[config.mk]
export PLATFORM = sky130hd
export DESIGN_NAME = rom_region_packer
export DESIGN_NICKNAME = d
export VERILOG_FILES = /design/src/rtl/loader_pkg.sv /design/src/rtl/loader_word_packer.sv /design/src/rtl/rom_region_packer.sv
export SDC_FILE = /design/constraint.sdc
export NUM_CORES = 1
export LEC_CHECK = 0
export CAP_MARGIN = 20
export CORE_MARGIN = 2
export CORE_UTILIZATION = 52
export CTS_BUF_LIST = sky130_fd_sc_hd__clkbuf_4
export DETAILED_ROUTE_END_ITERATION = 10
export PLACE_DENSITY = 0.81
export SETUP_SLACK_MARGIN = 0.2
export SYNTH_ARGS = -nofsm -noshare
export SYNTH_HDL_FRONTEND = slang
export SYNTH_SLANG_ARGS = --single-unit
[constraint.sdc]
create_clock -name clk -period 12.45 [get_ports clk]
set_input_delay 2.49 -clock clk [delete_from_list [all_inputs] [get_ports clk]]
set_output_delay 2.49 -clock clk [all_outputs]
set_load 0.01 [all_outputs]
[src/rtl/loader_pkg.sv]
// Shared ROM-loader definitions: region encodings, the board region table and stream marker bytes.
package loader_pkg;

    typedef enum logic [0:0] {
        ENC_LINEAR = 1'b0,
        ENC_SWAP16 = 1'b1
    } region_encoding_t;

    typedef struct packed {
        logic [31:0]      base_addr;
        region_encoding_t encoding;
        logic             enable;
    } region_desc_t;

    localparam logic [7:0] REGION_NEXT = 8'hFF;
    localparam logic [7:0] REGION_END  = 8'hFE;

    localparam int LOAD_REGIONS_N = 16;
    localparam int LR_W           = $clog2(LOAD_REGIONS_N);

    localparam region_desc_t LOAD_REGIONS [LOAD_REGIONS_N] = '{
        '{32'h0010_0000, ENC_LINEAR, 1'b1}, '{32'h0020_0000, ENC_SWAP16, 1'b1},
        '{32'h0030_0000, ENC_LINEAR, 1'b0}, '{32'h0040_0000, ENC_LINEAR, 1'b1},
        '{32'h0050_0000, ENC_LINEAR, 1'b1}, '{32'h0060_0000, ENC_LINEAR, 1'b1},
        '{32'h0070_0000, ENC_LINEAR, 1'b1}, '{32'h0080_0000, ENC_LINEAR, 1'b1},
        '{32'h0090_0000, ENC_LINEAR, 1'b1}, '{32'h00A0_0000, ENC_LINEAR, 1'b1},
        '{32'h00B0_0000, ENC_LINEAR, 1'b1}, '{32'h00C0_0000, ENC_LINEAR, 1'b1},
        '{32'h00D0_0000, ENC_LINEAR, 1'b1}, '{32'h00E0_0000, ENC_LINEAR, 1'b1},
        '{32'h00F0_0000, ENC_LINEAR, 1'b1}, '{32'h0100_0000, ENC_LINEAR, 1'b1}
    };

    // Indices past the table come back as a disabled region.
    function automatic region_desc_t region_lookup(input logic [7:0] idx);
        region_desc_t d;
        d = '0;
        if (idx < 8'(LOAD_REGIONS_N))
            d = LOAD_REGIONS[idx[LR_W-1:0]];
        return d;
    endfunction

endpackage

[src/rtl/loader_word_packer.sv]
// Lane buffer for one memory word: collects bytes with their enables, presents the word
// (optionally 16-bit byte-swapped) including the current byte, and clears once it issues.
module loader_word_packer
    import loader_pkg::*;
#(
    parameter int   DATA_W = 64,
    localparam int  BE_W   = DATA_W / 8,
    localparam int  LB     = $clog2(BE_W)
) (
    input  logic              clk,
    input  logic              reset,
    input  logic              wr,
    input  logic              issue,
    input  logic              swap,
    input  logic [LB-1:0]     lane,
    input  logic [7:0]        byte_in,
    output logic [DATA_W-1:0] word_data,
    output logic [BE_W-1:0]   word_be
);

    logic [DATA_W-1:0] buf_q, buf_d, fill;
    logic [BE_W-1:0]   be_q, be_d, fill_be;

    always_comb begin
        fill                      = buf_q;
        fill_be                   = be_q;
        fill[{lane, 3'b000} +: 8] = byte_in;
        fill_be[lane]             = 1'b1;
        buf_d                     = buf_q;
        be_d                      = be_q;
        if (wr) begin
            if (issue) begin
                buf_d = '0;
                be_d  = '0;
            end else begin
                buf_d = fill;
                be_d  = fill_be;
            end
        end
    end

    always_ff @(posedge clk or posedge reset) begin
        if (reset) begin
            buf_q <= '0;
            be_q  <= '0;
        end else begin
            buf_q <= buf_d;
            be_q  <= be_d;
        end
    end

    for (genvar p = 0; p < BE_W / 2; p++) begin : g_pair
        assign word_data[p*16 +: 16] = swap ? {fill[p*16 +: 8], fill[p*16+8 +: 8]}
                                            : fill[p*16 +: 16];
        assign word_be[p*2 +: 2]     = swap ? {fill_be[p*2], fill_be[p*2+1]}
                                            : fill_be[p*2 +: 2];
    end

endmodule

[src/rtl/rom_region_packer.sv]
// ROM download parser: board config, region headers and payload, packed into DATA_W-bit
// writes over a toggle req/ack port at per-region base addresses.
module rom_region_packer
    import loader_pkg::*;
#(
    parameter int   DATA_W    = 64,
    parameter int   ADDR_W    = 32,
    parameter int   CFG_BYTES = 2,
    parameter int   N_REGIONS = 16,
    localparam int  BE_W      = DATA_W / 8
) (
    input  logic                   clk,
    input  logic                   reset,
    input  logic                   in_strobe,
    input  logic [7:0]             in_data,
    output logic                   in_wait,
    output logic [ADDR_W-1:0]      mem_addr,
    output logic [DATA_W-1:0]      mem_data,
    output logic [BE_W-1:0]        mem_be,
    output logic                   mem_req,
    input  logic                   mem_ack,
    output logic [CFG_BYTES*8-1:0] board_cfg,
    output logic                   done,
    output logic                   error,
    output logic [15:0]            checksum
);

    localparam int LB    = $clog2(BE_W);
    localparam int RI_W  = $clog2(N_REGIONS);
    localparam int CFG_W = CFG_BYTES * 8;
    localparam int CC_W  = $clog2(CFG_BYTES + 1);

    localparam logic [2:0] S_CFG    = 3'd0;
    localparam logic [2:0] S_REGION = 3'd1;
    localparam logic [2:0] S_SIZE0  = 3'd2;
    localparam logic [2:0] S_SIZE1  = 3'd3;
    localparam logic [2:0] S_SIZE2  = 3'd4;
    localparam logic [2:0] S_DATA   = 3'd5;
    localparam logic [2:0] S_WAIT   = 3'd6;
    localparam logic [2:0] S_DONE   = 3'd7;

    logic [2:0]        state_q, state_d;
    logic [CC_W-1:0]   cfg_cnt_q, cfg_cnt_d;
    logic [CFG_W-1:0]  cfg_sh_q, cfg_sh_d, board_cfg_q, board_cfg_d;
    logic [RI_W-1:0]   region_idx_q, region_idx_d;
    logic              region_bad_q, region_bad_d;
    logic [23:0]       size_q, size_d, offset_q, offset_d;
    logic [31:0]       base_q, base_d;
    logic              swap_q, swap_d, enable_q, enable_d;
    logic [15:0]       checksum_q, checksum_d;
    logic              error_q, error_d, done_q, done_d;
    logic [ADDR_W-1:0] mem_addr_q, mem_addr_d;
    logic [DATA_W-1:0] mem_data_q, mem_data_d;
    logic [BE_W-1:0]   mem_be_q, mem_be_d;
    logic              mem_req_q, mem_req_d;

    logic              take, last, byte_wr, issue;
    logic [LB-1:0]     lane;
    logic [DATA_W-1:0] word_data;
    logic [BE_W-1:0]   word_be;
    region_desc_t      desc;

    assign in_wait = (state_q == S_WAIT);
    assign take    = in_strobe && !in_wait;
    assign lane    = offset_q[LB-1:0];
    assign last    = (offset_q == size_q - 24'd1);
    assign desc    = region_lookup(8'(region_idx_q));

    loader_word_packer #(.DATA_W(DATA_W)) u_packer (
        .clk       (clk),
        .reset     (reset),
        .wr        (byte_wr),
        .issue     (issue),
        .swap      (swap_q),
        .lane      (lane),
        .byte_in   (in_data),
        .word_data (word_data),
        .word_be   (word_be)
    );

    always_comb begin
        state_d      = state_q;
        cfg_cnt_d    = cfg_cnt_q;
        cfg_sh_d     = cfg_sh_q;
        board_cfg_d  = board_cfg_q;
        region_idx_d = region_idx_q;
        region_bad_d = region_bad_q;
        size_d       = size_q;
        offset_d     = offset_q;
        base_d       = base_q;
        swap_d       = swap_q;
        enable_d     = enable_q;
        checksum_d   = checksum_q;
        error_d      = error_q;
        done_d       = done_q;
        mem_addr_d   = mem_addr_q;
        mem_data_d   = mem_data_q;
        mem_be_d     = mem_be_q;
        mem_req_d    = mem_req_q;
        byte_wr      = 1'b0;
        issue        = 1'b0;

        // A byte offered while stalled is lost; flag it so the host can retry the download.
        if (in_strobe && in_wait)
            error_d = 1'b1;

        case (state_q)
            S_CFG: if (take) begin
                cfg_sh_d = CFG_W'({cfg_sh_q, in_data});
                if (cfg_cnt_q == CC_W'(CFG_BYTES - 1)) begin
                    board_cfg_d = cfg_sh_d;
                    cfg_cnt_d   = '0;
                    state_d     = S_REGION;
                end else begin
                    cfg_cnt_d = cfg_cnt_q + 1'b1;
                end
            end
            S_REGION: if (take) begin
                state_d = S_SIZE0;
                if (in_data == REGION_END) begin
                    state_d = S_DONE;
                    done_d  = 1'b1;
                end else if (in_data == REGION_NEXT) begin
                    region_idx_d = (region_idx_q == RI_W'(N_REGIONS - 1)) ? '0
                                                                          : region_idx_q + 1'b1;
                    region_bad_d = 1'b0;
                end else if (32'(in_data) < N_REGIONS) begin
                    region_idx_d = RI_W'(in_data);
                    region_bad_d = 1'b0;
                end else begin
                    // Keep the last good index so a following NEXT still has a reference.
                    region_bad_d = 1'b1;
                    error_d      = 1'b1;
                end
            end
            S_SIZE0: if (take) begin
                size_d  = {size_q[15:0], in_data};
                state_d = S_SIZE1;
            end
            S_SIZE1: if (take) begin
                size_d  = {size_q[15:0], in_data};
                state_d = S_SIZE2;
            end
            S_SIZE2: if (take) begin
                size_d   = {size_q[15:0], in_data};
                base_d   = desc.base_addr;
                swap_d   = (desc.encoding == ENC_SWAP16);
                enable_d = desc.enable && !region_bad_q;
                offset_d = '0;
                state_d  = (size_d == 24'd0) ? S_REGION : S_DATA;
            end
            S_DATA: if (take) begin
                checksum_d = checksum_q + 16'(in_data);
                offset_d   = offset_q + 24'd1;
                if (enable_q) begin
                    byte_wr = 1'b1;
                    issue   = (lane == LB'(BE_W - 1)) || last;
                end
                if (issue) begin
                    mem_addr_d = ADDR_W'(base_q) + ADDR_W'({offset_q[23:LB], {LB{1'b0}}});
                    mem_data_d = word_data;
                    mem_be_d   = word_be;
                    mem_req_d  = ~mem_req_q;
                    state_d    = S_WAIT;
                end else if (last) begin
                    state_d = S_REGION;
                end
            end
            S_WAIT: if (mem_ack == mem_req_q)
                state_d = (offset_q == size_q) ? S_REGION : S_DATA;
            default: ;
        endcase
    end

    always_ff @(posedge clk or posedge reset) begin
        if (reset) begin
            state_q      <= S_CFG;
            cfg_cnt_q    <= '0;
            cfg_sh_q     <= '0;
            board_cfg_q  <= '0;
            region_idx_q <= RI_W'(N_REGIONS - 1);
            region_bad_q <= 1'b0;
            size_q       <= '0;
            offset_q     <= '0;
            base_q       <= '0;
            swap_q       <= 1'b0;
            enable_q     <= 1'b0;
            checksum_q   <= '0;
            error_q      <= 1'b0;
            done_q       <= 1'b0;
            mem_addr_q   <= '0;
            mem_data_q   <= '0;
            mem_be_q     <= '0;
            mem_req_q    <= 1'b0;
        end else begin
            state_q      <= state_d;
            cfg_cnt_q    <= cfg_cnt_d;
            cfg_sh_q     <= cfg_sh_d;
            board_cfg_q  <= board_cfg_d;
            region_idx_q <= region_idx_d;
            region_bad_q <= region_bad_d;
            size_q       <= size_d;
            offset_q     <= offset_d;
            base_q       <= base_d;
            swap_q       <= swap_d;
            enable_q     <= enable_d;
            checksum_q   <= checksum_d;
            error_q      <= error_d;
            done_q       <= done_d;
            mem_addr_q   <= mem_addr_d;
            mem_data_q   <= mem_data_d;
            mem_be_q     <= mem_be_d;
            mem_req_q    <= mem_req_d;
        end
    end

    assign mem_addr  = mem_addr_q;
    assign mem_data  = mem_data_q;
    assign mem_be    = mem_be_q;
    assign mem_req   = mem_req_q;
    assign board_cfg = board_cfg_q;
    assign done      = done_q;
    assign error     = error_q;
    assign checksum  = checksum_q;

endmodule
==> impl_results.md <==
- Outcome: completed
- Area share of the largest cell type after synthesis: 0.4812
- Crit path cell chain: nor4_1 -> nand4_1 -> or4_1 -> a222oi_1 -> nand4_1 -> o21bai_4 -> buf_4 -> and2_4 -> buf_4 -> buf_16 -> mux2_1
- Fin Setup TNS: 0 ps
- Asr flop ratio synth: 1.000
- Setup Fix Bufs, Post-CTS: 0
- Crit start category: flip-flop
- DRC Markers: 0
- Final min period: 5248 ps
- FF-to-FF Start: size_q[4]
- Layout cell share with drive strength beyond 1: 0.1534
- Fin crit share: 0.4216
- Vias/cell: 5.671
- Cell Area, Placed: 0.01558 mm²
- Core area: 0.02680 mm²
- Slew @ Worst Pin: 1019 ps
- PortBufs: 142
- Cell Rows: 60
- # H-tree levels: 3
- Area grow syn2layout: 17.20%
- CP Data Required Time: 13020 ps
- Min-Delay Path Class: flip-flop to flip-flop
- P_leak: 7.696 nW
- Die Y: 168.6 µm
- Worst-path maximum fanout: 69
- DRT Pass-1 Iters: 6
- NumNets Final: 1567
- Crit end category: flip-flop
- Pin count of the biggest net entering global routing: 127
- Fin area: 0.01652 mm²
- Clk Latency, worst-skew pair: 710 ps
- Bufs on Longest Clock Path: 3
- # hold bufs at CTS: 0
- Reg-to-reg slack, setup: 7200 ps
- Fillers: 2153
- Max-slew violations: 0
- Commonest non-fill, non-tap cell in the layout: dfrtp_1
- Worst-case clock skew: 47.58 ps
- Routed Antenna Nets: 0
- Count of cell types in the netlist: 70
- Number of flops mapped to enable cells by yosys: 0
- Synth Area per Inst: 10.17 µm²
- CTS tree: built
- Top FF cell, synth: dfrtp_1
- Yosys top cell by area: dfrtp_1
- Max Cap Viol: 0
- I/O Pins: 152
- Hold depth: 1
- FF+latch count, synth: 275
- Fmax: 0.1905 GHz
- Final setup vio count: 0
- Utilization after layout: 0.6162
- Hold Crit Start: error
- Cell Pwr Density: 189.6 mW/mm²
- Starting Density: 0.5258
- R2r worst-path depth: 11
- Post-CTS sizing: 0
- Remaining global-route overflow: 0
- CP arrival: 5820 ps
- RSZ-0062 raised after global routing: false
- Slowest stage delay, CP: 760 ps
- Clock Sinks: 275
- Routability cong.: 0.9056
- Hold Path Sink: error
- Worst R2R End: mem_data[19]
- Drt wl/cell: 17.95 µm
- DP Worst Slack: 6512 ps
- Syn Inst Count: 1386
- Most frequent cells in the layout: 270 x dfrtp_1, 206 x nand2_1, 142 x clkdlybuf4s50_1, 115 x o21ai_0, 105 x clkbuf_4
- Largest cells by area after synthesis: dfrtp_1 48%, mux2_2 7.7%, nand2_1 5.5%
- Worst VDD drop: 98.19 µV
- Yosys warnings: 0
- Worst slew margin: 0.3206
- Die W: 168.6 µm
- Worst-path clk slew: 70 ps
- Cell Area, Synth: 0.01409 mm²
- Number of global-route vias before repair: 10690
- Initial antenna violation count: 1
- Root buf cell: clkbuf_4
- Final Worst Setup Slack: 7202 ps
- Fin. Hold Viols: 0
- CP max-delay cell: nor4_1
- Kind of critical path: flip-flop to flip-flop
- First-pass GRT wire length: 55460 µm
- Seq/Total Area, Yosys: 0.4887
- Die ar.: 0.02843 mm²
- Routed WL: 34480 µm
- Tot GR Track Use: 0.2436
- Post-DP HPWL: 22530 µm
- CTS buffer count: 76
- Initial drt markers: 755
- Via count: 10890
## logic make-up (layout without fill, tap and decap cells)
| group | count (synthesis) | after routing | share of synthesized area |
|---|---|---|---|
| flops | 275 | 275 | 0.4887 |
| buf+inv | 128 | 312 | 0.04643 |
| compound gates | 266 | 266 | 0.1125 |
| other cells | 1 | 11 | 0.0002661 |
| simple gates | 434 | 434 | 0.1385 |
| xor+xnor | 66 | 66 | 0.04102 |
| fa+ha+maj | 24 | 24 | 0.02237 |
| mux | 192 | 192 | 0.1502 |
## report_power, final
part / leakage (nW) / switching, mW / internal, mW
Clock: 0.532 / 0.375 / 0.408
Combinational: 3.46 / 0.604 / 0.458
Sequential: 3.71 / 0.212 / 1.07
Total: 7.70 / 1.19 / 1.94
## worst max-delay path by stage
| stage | endpoint | cells after the start | slack [ps] | from |
|---|---|---|---|---|
| floorplan | base_q[20] | 1 | 2390 | reset |
| CTS | mem_addr[6] | 10 | 6900 | size_q[9] |
| global route | mem_data[19] | 11 | 6830 | size_q[4] |
| finish | mem_data[19] | 11 | 7200 | size_q[4] |
| detailed placement | mem_data[58] | 7 | 6510 | in_strobe |
| global placement | mem_data[48] | 7 | 6710 | in_strobe |
## registers in the layout, summed over array words and instances (netlist names), 3 cells and up
signal,flops
mem_data,64
u_packer.buf_q,64
offset_q,24
size_q,24
mem_addr,23
board_cfg,16
checksum,16
cfg_sh_q,8
mem_be,8
u_packer.be_q,8
base_q,5
region_idx_q,4
state_q,3
## cell usage after synthesis, types with 2 or more instances
| cell type | count |
|---|---|
| a21oi_1 | 62 |
| nor3_1 | 19 |
| nand3_1 | 22 |
| nand2b_1 | 5 |
| o21ai_0 | 115 |
| dfstp_2 | 4 |
| a221o_1 | 4 |
| xnor2_1 | 30 |
| inv_1 | 25 |
| o21ai_1 | 2 |
| nor3b_1 | 6 |
| nor4_1 | 14 |
| or4_1 | 9 |
| a21o_1 | 5 |
| nor2b_1 | 12 |
| a211oi_1 | 4 |
| a211o_1 | 2 |
| ha_1 | 22 |
| and3_1 | 5 |
| xor2_1 | 36 |
| mux2i_1 | 36 |
| or2_2 | 2 |
| mux2_1 | 60 |
| mux2_2 | 96 |
| nor2_1 | 99 |
| a221oi_1 | 2 |
| fa_1 | 2 |
| nand2_1 | 207 |
| a21boi_0 | 4 |
| clkbuf_1 | 73 |
| or3_1 | 7 |
| nand4_1 | 11 |
| a2111o_1 | 2 |
| buf_4 | 13 |
| nand3b_1 | 3 |
| o31ai_1 | 37 |
| buf_2 | 6 |
| a31oi_1 | 8 |
| and4_1 | 4 |
| o211ai_1 | 3 |
| dfrtp_1 | 271 |
| and2_1 | 2 |
| buf_12 | 6 |
| o22ai_1 | 3 |
## worst max-delay path: cells and delay by family (launching register included)
kind                   cells  cell delay (ps)
and+or+nand+nor            5             2370
muxes                      1              370
AOI/OAI and AO/OA          2              560
DFF                        1              480
buffers and inverters      3             1250
## final cells by class
| class | count | area, µm² | area share |
|---|---|---|---|
| diodes | 2 | 5.005 | 0.0003030 |
| clock buffers | 105 | 788.3 | 0.04773 |
| clock inverters | 20 | 113.9 | 0.006894 |
| inverters | 26 | 105.1 | 0.006364 |
| multi-input cells | 991 | 6603 | 0.3998 |
| flip-flops and latches | 275 | 6890 | 0.4172 |
| well taps | 341 | 426.7 | 0.02583 |
| repair buffers | 161 | 1584 | 0.09591 |
## layer usage
layer,track usage,wire (µm)
met5,0,0
met4,0.09858,899
met3,0.05635,2427
met2,0.3799,15740
met1,0.3314,15410
## metrics by stage
step,instances,power (mW),hold WS [ps]
floorplan,1394,1.999,444.4
global placement,1793,2.317,445.6
detailed placement,1793,2.345,460.3
CTS,1918,3.145,475.6
global route,1921,3.335,498.7
finish,1921,3.131,470.9
No activity file was read; power rests on OpenSTA's default activity.
